File: src/rtl/rv_pkg.sv
// Shared RV32 definitions: opcode constants, NOP, default reset PC,
// fetch FSM encodings and a helper that slices the decode fields.
package rv_pkg;

  localparam logic [6:0] OP_R     = 7'b0110011;
  localparam logic [6:0] OP_LD    = 7'b0000011;
  localparam logic [6:0] OP_I     = 7'b0010011;
  localparam logic [6:0] OP_S     = 7'b0100011;
  localparam logic [6:0] OP_B     = 7'b1100011;
  localparam logic [6:0] OP_JAL   = 7'b1101111;
  localparam logic [6:0] OP_JALR  = 7'b1100111;
  localparam logic [6:0] OP_LUI   = 7'b0110111;
  localparam logic [6:0] OP_AUIPC = 7'b0010111;

  localparam logic [31:0] RV_NOP      = 32'h0000_0013;
  localparam logic [31:0] RV_RESET_PC = 32'h0000_0000;

  localparam logic [1:0] ST_BOOT  = 2'd0;
  localparam logic [1:0] ST_FETCH = 2'd1;
  localparam logic [1:0] ST_DRAIN = 2'd2;

  typedef struct packed {
    logic [6:0] op;
    logic [2:0] func3;
  } instr_fields_t;

  function automatic instr_fields_t rv_fields(input logic [31:0] instr);
    instr_fields_t f;
    f.op    = instr[6:0];
    f.func3 = instr[14:12];
    return f;
  endfunction

endpackage

File: src/rtl/if_fifo.sv
// Small first-word-fall-through FIFO holding {pc, instr} entries between
// the memory response port and decode. clr wins over same-cycle push/pop.
module if_fifo #(
  parameter int WIDTH = 64,
  parameter int DEPTH = 2,
  localparam int CW = $clog2(DEPTH + 1),
  localparam int PW = (DEPTH > 1) ? $clog2(DEPTH) : 1
) (
  input  logic             clk,
  input  logic             rst,
  input  logic             push,
  input  logic [WIDTH-1:0] push_data,
  input  logic             pop,
  input  logic             clr,
  output logic [WIDTH-1:0] head_data,
  output logic             empty,
  output logic [CW-1:0]    count
);

  logic [WIDTH-1:0] mem_reg [DEPTH];
  logic [PW-1:0]    wr_ptr_reg, rd_ptr_reg;
  logic [CW-1:0]    count_reg;
  logic             full, push_en, pop_en;

  function automatic logic [PW-1:0] ptr_inc(input logic [PW-1:0] p);
    return (p == PW'(DEPTH - 1)) ? '0 : p + PW'(1);
  endfunction

  assign full      = (count_reg == CW'(DEPTH));
  assign empty     = (count_reg == '0);
  assign count     = count_reg;
  // A push into a full FIFO is only accepted when a pop frees a slot the same cycle.
  assign push_en   = push & ~clr & (~full | pop);
  assign pop_en    = pop & ~clr & ~empty;
  assign head_data = mem_reg[rd_ptr_reg];

  always_ff @(posedge clk) begin
    if (rst || clr) begin
      wr_ptr_reg <= '0;
      rd_ptr_reg <= '0;
      count_reg  <= '0;
    end else begin
      if (push_en) wr_ptr_reg <= ptr_inc(wr_ptr_reg);
      if (pop_en)  rd_ptr_reg <= ptr_inc(rd_ptr_reg);
      count_reg <= count_reg + CW'(push_en) - CW'(pop_en);
    end
  end

  for (genvar gi = 0; gi < DEPTH; gi++) begin : g_entry
    always_ff @(posedge clk) begin
      if (rst) begin
        mem_reg[gi] <= '0;
      end else if (push_en && (wr_ptr_reg == PW'(gi))) begin
        mem_reg[gi] <= push_data;
      end
    end
  end

  a_no_overflow: assert property (@(posedge clk) disable iff (rst)
    !(push && !clr && full && !pop));

endmodule

File: src/rtl/if_stage.sv
// Instruction fetch stage: owns the PC, issues credit-limited in-order fetches,
// buffers responses and hands {pc, instr} to decode; redirects flush and drain.
module if_stage
  import rv_pkg::*;
#(
  parameter int                  PC_WIDTH   = 32,
  parameter logic [PC_WIDTH-1:0] RESET_PC   = PC_WIDTH'(RV_RESET_PC),
  parameter int                  FIFO_DEPTH = 2
) (
  input  logic                clk,
  input  logic                rst,
  output logic                imem_req_valid,
  input  logic                imem_req_ready,
  output logic [PC_WIDTH-1:0] imem_req_addr,
  input  logic                imem_rsp_valid,
  input  logic [31:0]         imem_rsp_data,
  input  logic                redirect_valid,
  input  logic [PC_WIDTH-1:0] redirect_pc,
  input  logic                id_ready,
  output logic                if_valid,
  output logic [31:0]         if_instr,
  output logic [PC_WIDTH-1:0] if_pc,
  output logic [6:0]          instruct_op,
  output logic [2:0]          instruct_func3
);

  localparam int            CW      = $clog2(FIFO_DEPTH + 1);
  localparam int            EW      = 32 + PC_WIDTH;
  localparam logic [CW:0]   CREDITS = (CW + 1)'(FIFO_DEPTH);

  logic [1:0]          state_reg, state_next;
  logic [PC_WIDTH-1:0] pc_reg, pc_next;
  logic [PC_WIDTH-1:0] tag_pc_reg, tag_pc_next;
  logic [PC_WIDTH-1:0] redirect_aligned;
  logic [CW-1:0]       outst_reg, outst_next;
  logic [CW-1:0]       drop_cnt_reg, drop_cnt_next;
  logic                req_fire, fifo_push, fifo_pop, fifo_empty;
  logic [CW-1:0]       fifo_cnt;
  logic [EW-1:0]       fifo_head;
  instr_fields_t       fields;

  assign redirect_aligned = redirect_pc & ~PC_WIDTH'(3);

  // In-flight plus buffered words never exceed the FIFO size, so every
  // accepted response always has a slot waiting for it.
  assign imem_req_valid = (state_reg == ST_FETCH) && !redirect_valid &&
                          (({1'b0, outst_reg} + {1'b0, fifo_cnt}) < CREDITS);
  assign imem_req_addr  = pc_reg;
  assign req_fire       = imem_req_valid & imem_req_ready;

  assign fifo_push = imem_rsp_valid && (drop_cnt_reg == '0) && !redirect_valid;
  assign if_valid  = !fifo_empty && !redirect_valid;
  assign fifo_pop  = if_valid & id_ready;

  assign if_instr       = fifo_head[31:0];
  assign if_pc          = fifo_head[EW-1:32];
  assign fields         = rv_fields(if_instr);
  assign instruct_op    = fields.op;
  assign instruct_func3 = fields.func3;

  assign outst_next = outst_reg + CW'(req_fire) - CW'(imem_rsp_valid);

  always_comb begin
    drop_cnt_next = drop_cnt_reg;
    pc_next       = pc_reg;
    tag_pc_next   = tag_pc_reg;
    state_next    = state_reg;

    if (redirect_valid) begin
      // Everything still outstanding after this cycle belongs to the old stream.
      drop_cnt_next = outst_next;
      pc_next       = redirect_aligned;
      tag_pc_next   = redirect_aligned;
    end else begin
      if (imem_rsp_valid && (drop_cnt_reg != '0)) drop_cnt_next = drop_cnt_reg - CW'(1);
      if (req_fire)  pc_next     = pc_reg + PC_WIDTH'(4);
      if (fifo_push) tag_pc_next = tag_pc_reg + PC_WIDTH'(4);
    end

    if (state_reg == ST_BOOT) state_next = ST_FETCH;
    else                      state_next = (drop_cnt_next != '0) ? ST_DRAIN : ST_FETCH;
  end

  always_ff @(posedge clk) begin
    if (rst) begin
      state_reg    <= ST_BOOT;
      pc_reg       <= RESET_PC;
      tag_pc_reg   <= RESET_PC;
      outst_reg    <= '0;
      drop_cnt_reg <= '0;
    end else begin
      state_reg    <= state_next;
      pc_reg       <= pc_next;
      tag_pc_reg   <= tag_pc_next;
      outst_reg    <= outst_next;
      drop_cnt_reg <= drop_cnt_next;
    end
  end

  if_fifo #(
    .WIDTH (EW),
    .DEPTH (FIFO_DEPTH)
  ) u_fifo (
    .clk       (clk),
    .rst       (rst),
    .push      (fifo_push),
    .push_data ({tag_pc_reg, imem_rsp_data}),
    .pop       (fifo_pop),
    .clr       (redirect_valid),
    .head_data (fifo_head),
    .empty     (fifo_empty),
    .count     (fifo_cnt)
  );

  a_outst_no_underflow: assert property (@(posedge clk) disable iff (rst)
    imem_rsp_valid |-> (outst_reg != '0));
  a_drop_within_outst: assert property (@(posedge clk) disable iff (rst)
    drop_cnt_reg <= outst_reg);

endmodule

File: config.mk
export PLATFORM = sky130hd
export DESIGN_NAME = if_stage
export DESIGN_NICKNAME = d
export VERILOG_FILES = /design/src/rtl/rv_pkg.sv /design/src/rtl/if_fifo.sv /design/src/rtl/if_stage.sv
export SDC_FILE = /design/constraint.sdc
export NUM_CORES = 1
export LEC_CHECK = 0
export CAP_MARGIN = 10
export CORE_MARGIN = 8
export CORE_UTILIZATION = 53
export DETAILED_ROUTE_END_ITERATION = 16
export PLACE_DENSITY = 0.82
export SYNTH_ARGS = -nofsm -noshare
export SYNTH_HDL_FRONTEND = slang
export SYNTH_SLANG_ARGS = --single-unit
File: constraint.sdc
create_clock -name clk -period 7.79 [get_ports clk]
set_input_delay 0.779 -clock clk [delete_from_list [all_inputs] [get_ports clk]]
set_output_delay 0.779 -clock clk [all_outputs]
set_load 0.03 [all_outputs]
==> impl_results.md, run 1 <==
* Synth Warn # at 0
* ANT cells at 0
* HP Start: imem_req_addr[31]
* DRT iter0 DRCs at 478
* Worst-Skew Late Latency at 0.43 ns
* Worst VDD drop at 167 uV
* #FFs+latches synth at 195
* Ys async rst share at 0
* Nets@finish at 1063
* Worst slew pin tran at 0.991 ns
* Placed cells at 1195
* CTS HTree Levels at 4
* Reg clk slew, reported paths at 0.07 ns
* Highest clock rate at 268 MHz
* Status: finished, final reports clean
* Die height at 151 um
* Io pins at 178
* Placeable Area at 0.0180 sq mm
* Max-slew violations at 0
* Remaining Overflow, GRT at 0
* Overall routing resource usage at 0.208
* Post-synth top area share at 0.384
* Setup Buffers After CTS at 0
* PortBufs at 171
* Min Tclk post-route at 3.73 ns
* Vias in the first global route at 7099
* Maximum root-to-sink buffer count at 2
* Syn-to-layout area delta at 23.8%
* R2R depth at 12
* Worst-path fanout max at 6
* Hpwl dp at 15400 um
* Post-synth EDFFs at 124
* HP Class: reg -> reg
* Detail Route Antenna Nets at 0
* Share of post-route cells with drive strength above 1 at 0.118
* Launching point of the worst reg2reg path: u_fifo.count[0]
* Syn Area/Cell at 11.3 sq um
* CP endpoint kind: primary output
* Worst EP arrival at 2.95 ns
* Setup CP Type: reg -> out
* # setup viols final at 0
* CTS tree: built
* FF-to-FF End: state_reg[1]
* Final core utilization at 0.668
* DR vias at 7174
* Yosys cell types at 67
* Worst R2R Setup Slack at 4.25 ns
* Synth Flop Type: edfxtp_1
* Post-place setup slack at 3.98 ns
* Post-synthesis sequential area ratio at 0.531
* Post-Route Skew at 0.0123 ns
* Fin cells at 1227
* Synth area leader: edfxtp_1
* Dominant cells by area after synthesis: edfxtp_1, dfxtp_1, and2_1, mux2_2, clkbuf_1
* Gates resized, CTS repair at 0
* Num CTS Buffers at 17
* Clk root buf: clkbuf_16
* Wirelength per Cell at 18.9 um
* Setup TNS at 0 ns
* Initial Utilization at 0.539
* Leakage at 4.28 nW
* Routability cong. at 0.870
* Unrepaired setup endpoints after global routing: false
* Synth Cell Area at 0.00968 sq mm
* # hold bufs at CTS at 0
* Initial antenna violation count at 0
* Worst EP required at 7.01 ns
* Slew margin rel. at 0.338
* FP Rows at 49
* Sink Count at 195
* Hold_ws at 0.532 ns
* First-pass GRT wire length at 37600 um
* Fillers at 1403
* Final period util at 0.479
* WHS Path Cells at 2
* DIE AREA at 0.0229 sq mm
* Final hold vios at 0
* First-pass detailed-route iteration total at 5
* Largest net degree at the start of global routing at 64
* Syn Inst Count at 860
* Worst hold endpoint: imem_req_addr[31]
* DRC at 0
* Via density at 5.85
* Die W at 151 um
* Max reg flops at 124
* Max Cap Violations at 0
* Final wirelength at 23200 um
* Power Dens Cells at 209 mW/mm^2
* Critical Path Source Type: register
* Final setup margin at 4.06 ns
## report_power, final
part | switching, mW | internal [mW]
registers | 0.0506 | 1.17
logic | 0.231 | 0.175
clock network | 0.404 | 0.482
## routing by layer
metal	GRT usage	wire [um]
met5	0	0
met4	0.0604	268
met3	0.0484	1830
met2	0.325	10700
met1	0.282	10400
## cell families after synthesis
kind of cell               share of synthesized area
AOI/OAI and AO/OA                              0.101
and+or+nand+nor                                0.216
other                                       0.000387
DFF                                            0.531
muxes                                         0.0742
adders and majority gates                     0.0111
buffers and inverters                         0.0428
xor gates and xnor gates                      0.0226
## metrics by stage
| stage | total power, mW | area [sq um] |
|---|---|---|
| after floorplan | 1.48 | 9700 |
| after global placement | 1.64 | 11400 |
| after detailed placement | 1.65 | 11400 |
| after CTS | 2.52 | 12000 |
| after global routing | 2.60 | 12000 |
| final | 2.51 | 12000 |
## worst max-delay path by stage
| stage | start | end | cells past startpoint |
|---|---|---|---|
| finish | u_fifo.count[0] | imem_req_valid | 5 |
| global route | u_fifo.count[0] | imem_req_valid | 5 |
| CTS | u_fifo.count[0] | imem_req_valid | 5 |
| detailed placement | rst | u_fifo.mem_reg[0][6] | 5 |
| global placement | rst | u_fifo.mem_reg[0][6] | 5 |
| floorplan | imem_rsp_valid | u_fifo.mem_reg[0][0] | 4 |
## layout make-up
class	instances	area [sq um]	share of cell area
inverter	16	60.1	0.00501
tap	229	287	0.0239
sequential	195	5150	0.429
timing repair buffer	178	1760	0.147
clock inverter	15	165	0.0138
clock buffer	17	425	0.0355
multi-input combinational	577	4150	0.346
## cell usage in the layout (no fill, tap or decap), drive strengths merged, types with 17 or more instances in the layout
cell           synthesis  layout
a21boi                17      17
and2                 130     130
clkbuf                54      17
clkdlybuf4s50          0     170
dfxtp                 71      71
edfxtp               124     124
inv                   15      23
mux2                  62      62
nand2                 37      37
nand3                 20      20
nand4                 27      27
nor2                  28      28
nor4                  18      18
## Yosys cell counts (all sizes together) (16+ instances only)
master  instances
nor2           28
nor4           18
edfxtp        124
buf            21
mux2           62
and4           16
nand3          20
a21boi         17
clkbuf         54
dfxtp          71
nand2          37
nand4          27
and2          130
o21a           16
## worst max-delay path: stages (launching register included)
cell             delay, ns
dfxtp_1               0.37
and2_1                0.15
fa_1                  0.45
or4b_1                0.64
nor2_1                0.19
clkdlybuf4s50_1       0.71
Note: power is estimated with default switching activity, not from simulation.
==> run 2: changes to the inputs <==
Clock period 7.79 ns to 3.5 ns, I/O delays scaled along.
==> run 2 against run 1 <==
  * Clock skew is 0.0024 ns lower
  * Combinational power up 130%
  * Setup slack worse by 3.8 ns
  * Utilization rose by 0.47 points
  * Flip-flop and latch count unchanged
  * Global-route usage about the same
  * Critical path depth unchanged
  * Sequential share of layout area decreased by 0.30 points
  * Die area did not move
  * Sequential power up 120%
  * Total power rose by 120%
  * Cell count is 0.57% higher
  * Critical path type unchanged
  * Largest cell class unchanged
==> impl_results.md, run 2 (same netlist as run 1, synthesis figures left out) <==
* Worst R2R Setup Slack at 0.27 ns (-3.98 ns)
* Maximum root-to-sink buffer count at 2 (unchanged)
* Placed cells at 1202 (+0.59%)
* Fillers at 1374 (-2.1%)
* Critical path depth at 5 (unchanged)
* Worst-path cell chain: and2_1, fa_1, or4b_1, nor2_1, clkdlybuf4s50_1
* Cell family with most CP delay: simple AND/OR/NAND/NOR gates
* Initial antenna violation count at 0 (unchanged)
* Critical Path Source Type: register
* Largest net degree at the start of global routing at 63 (-1.6%)
* Launching point of the worst reg2reg path: outst_reg[0]
* Critical-path top delay cell: clkdlybuf4s50_1
* Final core utilization at 0.672 (+0.00467)
* Worst-path fanout max at 6 (unchanged)
* Via density at 5.97 (+2.1%)
* Slowest stage delay, CP at 0.69 ns (-0.02 ns)
* Num CTS Buffers at 17 (unchanged)
* Initial Utilization at 0.539 (unchanged)
* Commonest non-fill, non-tap cells in the layout: clkdlybuf4s50_1, and2_1, edfxtp_1
* Routability cong. at 0.888 (+2.1%)
* Gates resized, CTS repair at 0 (unchanged)
* FP Rows at 49 (unchanged)
* Max-slew violations at 0 (unchanged)
* DRC at 0 (unchanged)
* HP Start: redirect_valid
* Worst VDD drop at 284 uV (+70%)
* Vias in the first global route at 7142 (+0.61%)
* FF-to-FF End: state_reg[1]
* Worst EP arrival at 2.92 ns (-0.03 ns)
* Hpwl dp at 15800 um (+2.6%)
* R2R depth at 12 (unchanged)
* Share of post-route cells with drive strength above 1 at 0.124 (+0.00614)
* Worst EP required at 3.15 ns (-3.86 ns)
* Final wirelength at 23500 um (+1.3%)
* ANT cells at 0 (unchanged)
* Worst-Skew Late Latency at 0.43 ns (about the same)
* Io pins at 178 (unchanged)
* DRT iter0 DRCs at 503 (+5.2%)
* Min Tclk post-route at 3.27 ns
* DIE AREA at 0.0229 sq mm (unchanged)
* Unrepaired setup endpoints after global routing: false
* CP bufs+invs at 1 (unchanged)
* Wirelength per Cell at 19.1 um (+0.76%)
* Commonest non-fill, non-tap cell in the layout: clkdlybuf4s50_1
* Final period util at 0.933
* Max Cap Violations at 0 (unchanged)
* PortBufs at 171 (unchanged)
* Worst hold endpoint: drop_cnt_reg[0]
* Max reg flops at 124 (unchanged)
* Reg clk slew, reported paths at 0.07 ns (about the same)
* Detail Route Antenna Nets at 0 (unchanged)
* Final hold vios at 0 (unchanged)
* Fin cells at 1234 (+0.57%)
* Clk root buf: clkbuf_16
* CTS HTree Levels at 4 (unchanged)
* HP Class: in -> reg
* Setup Buffers After CTS at 0 (unchanged)
* Nets@finish at 1070 (+0.66%)
* Overall routing resource usage at 0.207 (-0.000347)
* Die height at 151 um (unchanged)
* Sink Count at 195 (unchanged)
* # setup viols final at 0 (unchanged)
* CTS tree: built
* Setup CP Type: reg -> out
* DR vias at 7368 (+2.7%)
* Worst slew pin tran at 0.716 ns (-0.275 ns)
* Leakage at 4.32 nW (+0.94%)
* CP endpoint kind: primary output
* Syn-to-layout area delta at 24.7%
* Highest clock rate at 306 MHz
* Status: finished, final reports clean
* Remaining Overflow, GRT at 0 (unchanged)
* First-pass detailed-route iteration total at 5 (unchanged)
* Slew margin rel. at 0.521 (+0.183)
* Post-Route Skew at 0.00990 ns (-0.00244 ns)
* WHS Path Cells at 3 (+1)
* Die W at 151 um (unchanged)
* Placeable Area at 0.0180 sq mm (unchanged)
* Power Dens Cells at 461 mW/mm^2 (+120%)
* Setup TNS at 0 ns (unchanged)
* # hold bufs at CTS at 0 (unchanged)
* First-pass GRT wire length at 37300 um (-0.99%)
-- run 2: area by class of cell --
class,instances,area [sq um],share of cell area
Inverter,16,60.1,0.00497
Timing Repair Buffer,185,1850,0.153
Multi-Input combinational cell,577,4150,0.344
Clock buffer,18,429,0.0355
Sequential cell,195,5150,0.426
Clock inverter,14,154,0.0127
Tap cell,229,287,0.0237
-- run 2: how the worst max path moves through the flow --
stage                                end            start  slack [ns]
floorplan           u_fifo.mem_reg[0][0]  drop_cnt_reg[0]        0.16
global placement            state_reg[1]  u_fifo.count[0]        0.39
detailed placement          state_reg[1]  u_fifo.count[0]        0.30
CTS                       imem_req_valid  u_fifo.count[0]        0.23
global route              imem_req_valid  u_fifo.count[0]        0.07
finish                    imem_req_valid     outst_reg[0]        0.23
-- run 2: power by group --
group,leakage [nW],internal [mW],total (mW),switching (mW)
registers,1.88,2.60,2.71,0.114
logic,2.16,0.402,0.919,0.517
clock network,0.276,1.06,1.94,0.877
-- run 2: through the flow --
| step | hold WS (ns) | instance area (sq um) | setup WS, ns | total power [mW] |
|---|---|---|---|---|
| after floorplan | 0.481 | 9700 | 0.158 | 3.30 |
| after global placement | 0.500 | 11500 | 0.387 | 3.65 |
| after detailed placement | 0.502 | 11500 | 0.300 | 3.68 |
| after CTS | 0.415 | 12100 | 0.228 | 5.60 |
| after global routing | 0.452 | 12100 | 0.0720 | 5.77 |
| final | 0.458 | 12100 | 0.234 | 5.57 |
-- run 2: layer usage --
layer / up-vias / wire length (um) / GRT usage
met3: 37 / 1860 / 0.0556
met5: - / 0 / 0
met2: 315 / 11100 / 0.327
met4: 0 / 342 / 0.0673
li1: 3467 / - / -
met1: 3549 / 10200 / 0.272
-- run 2: tightest hold or removal path: stages --
cell and delay, ns:
buf_2 0.28, nand2_1 0.15, a21oi_1 0.06
==> run 3: changes to the inputs <==
Settings changed: ABC_CLOCK_PERIOD_IN_PS set to 3500, CORE_MARGIN 8 to unset, CORE_UTILIZATION 53 to 55, CTS_BUF_LIST set to sky130_fd_sc_hd__clkbuf_8, PLACE_DENSITY 0.82 to 0.84.
==> run 3 against run 2 <==
  * Cell count unchanged
  * Wire length down 7.1%
  * Setup slack worse by 0.083 ns
  * Global-route usage up 4.0 points
  * Critical path depth unchanged
  * Sequential power about the same
  * Final area down 1.6%
  * Non-clock buffer count up 4
  * Sequential share of layout area up 0.68 points
  * Utilization up 1.7 points
  * Clock skew up 0.0054 ns
  * Highest routed layer unchanged
==> impl_results.md, run 3 (same netlist as run 1, synthesis figures left out) <==
* Nets@finish at 1074 (+0.37%)
* Setup Buffers After CTS at 0 (unchanged)
* Max-slew violations at 0 (unchanged)
* Max Cap Violations at 0 (unchanged)
* Reg clk slew, reported paths at 0.11 ns (+0.04 ns)
* FP Rows at 48 (-2.0%)
* Highest clock rate at 299 MHz (-2.5%)
* CP endpoint kind: primary output
* CTS HTree Levels at 4 (unchanged)
* Routability cong. at 0.875 (-1.4%)
* Reg area at 0.00515 sq mm (unchanged)
* Wirelength per Cell at 17.7 um (-7.1%)
* DR vias at 7281 (-1.2%)
* Slowest stage delay, CP at 0.69 ns (about the same)
* Initial antenna violation count at 0 (unchanged)
* CTS tree: built
* DP Area at 0.0115 sq mm (+0.21%)
* Via density at 5.90 (-1.2%)
* Maximum root-to-sink buffer count at 2 (unchanged)
* Min Tclk post-route at 3.35 ns (+0.0825 ns)
* Gates resized, CTS repair at 0 (unchanged)
* Detail Route Antenna Nets at 0 (unchanged)
* Commonest non-fill, non-tap cells in the layout: clkdlybuf4s50_1, and2_1, edfxtp_1
* Final wirelength at 21900 um (-7.1%)
* Slew margin rel. at 0.526 (+0.00497)
* Initial Utilization at 0.562 (+0.0227)
* Status: finished, final reports clean
* Overall routing resource usage at 0.248 (+0.0403)
* Worst EP required at 3.15 ns (about the same)
* Post-Route Skew at 0.0153 ns (+0.00536 ns)
* Final hold vios at 0 (unchanged)
* Max reg flops at 124 (unchanged)
* First-pass GRT wire length at 35000 um (-6.0%)
* PortBufs at 171 (unchanged)
* Worst slew pin tran at 0.708 ns (-0.00743 ns)
* DIE AREA at 0.0181 sq mm (-21%)
* Worst R2R Setup Slack at 0.27 ns (about the same)
* Final instance area at 0.0119 sq mm (-1.6%)
* Die W at 135 um (-11%)
* Clk root buf: clkbuf_8
* DRT iter0 DRCs at 539 (+7.2%)
* Placeable Area at 0.0172 sq mm (-4.0%)
* Largest net degree at the start of global routing at 63 (unchanged)
* Num CTS Buffers at 17 (unchanged)
* Setup TNS at 0 ns (unchanged)
* Syn-to-layout area delta at 22.7%
* Commonest non-fill, non-tap cell in the layout: clkdlybuf4s50_1
* Worst-Skew Late Latency at 0.48 ns (+0.05 ns)
* DRC at 0 (unchanged)
* Setup CP Type: reg -> out
* Leakage at 4.24 nW (-1.7%)
* Worst VDD drop at 249 uV (-12%)
* Power Dens Cells at 421 mW/mm^2 (-8.8%)
* Vias in the first global route at 6912 (-3.2%)
* Critical Path Source Type: register
* HP Class: in -> reg
* Area of the multi-input gates at 0.00415 sq mm (about the same)
* Die height at 135 um (-11%)
* Remaining Overflow, GRT at 0 (unchanged)
* Sink Count at 195 (unchanged)
* # hold bufs at CTS at 0 (unchanged)
* Fillers at 1328 (-3.3%)
* Hpwl dp at 14900 um (-5.9%)
* Worst EP arrival at 3.00 ns (+0.08 ns)
* Share of post-route cells with drive strength above 1 at 0.129 (+0.00446)
* First-pass detailed-route iteration total at 5 (unchanged)
* Worst-path fanout max at 6 (unchanged)
* Unrepaired setup endpoints after global routing: false
* Post-place setup slack at 0.328 ns (+0.0277 ns)
* Io pins at 178 (unchanged)
* Final period util at 0.957 (+0.0236)
* Final setup margin at 0.151 ns (-0.0825 ns)
* # setup viols final at 0 (unchanged)
* Critical-path top delay cell: clkdlybuf4s50_1
* ANT cells at 0 (unchanged)
* Worst-path cell chain: and2_1, fa_1, or4b_1, nor2_1, clkdlybuf4s50_1
[run 3: changes by cell type in the layout (fill, tap and decap cells not counted), moves of 2 or more]
cell,delta
clkbuf_16,-17
clkbuf_8,+17
buf_4,+4
clkinv_1,-2
clkinv_2,+2
[run 3: worst paths after layout]
path / endpoint / startpoint / cells past startpoint
worst min-delay path: drop_cnt_reg[0] / redirect_valid / 3
worst min register to register: u_fifo.rd_ptr_reg / u_fifo.rd_ptr_reg / 2
worst max register to register: state_reg[1] / u_fifo.count[0] / 12
worst max-delay path: imem_req_valid / u_fifo.count[0] / 5
[run 3: layout make-up]
cell class,count,area share
Inverter,16,0.00505
Multi-Input combinational cell,577,0.349
Clock inverter,15,0.0114
Tap cell,225,0.0237
Timing Repair Buffer,189,0.158
Clock buffer,17,0.0197
Sequential cell,195,0.433
[run 3: critical path, delay by kind of cell, from the launching register on]
| kind | cells | cell delay [ns] |
|---|---|---|
| simple gates | 3 | 0.98 |
| buf+inv | 1 | 0.69 |
| fa+ha+maj | 1 | 0.46 |
| flops | 1 | 0.38 |
[run 3: metal layers]
metal | vias to the layer above | GRT usage | share of wire
li1 | 3444 | - | -
met1 | 3507 | 0.332 | 0.43
met2 | 295 | 0.402 | 0.48
met3 | 35 | 0.0529 | 0.074
met4 | 0 | 0.0774 | 0.015
met5 | - | 0 | 0
[run 3: where the power goes]
part	internal, mW	leakage (nW)	switching (mW)
clock	0.569	0.182	0.811
combinational	0.404	2.18	0.511
sequential	2.59	1.88	0.113
[run 3: metrics by stage]
stage	hold slack, ns	utilization	power [mW]	instances
finish	0.396	0.690	5.00	1234
global route	0.391	0.690	5.19	1234
CTS	0.359	0.690	5.02	1234
detailed placement	0.517	0.668	3.67	1202
global placement	0.496	0.668	3.65	1202
floorplan	0.481	-	3.30	863
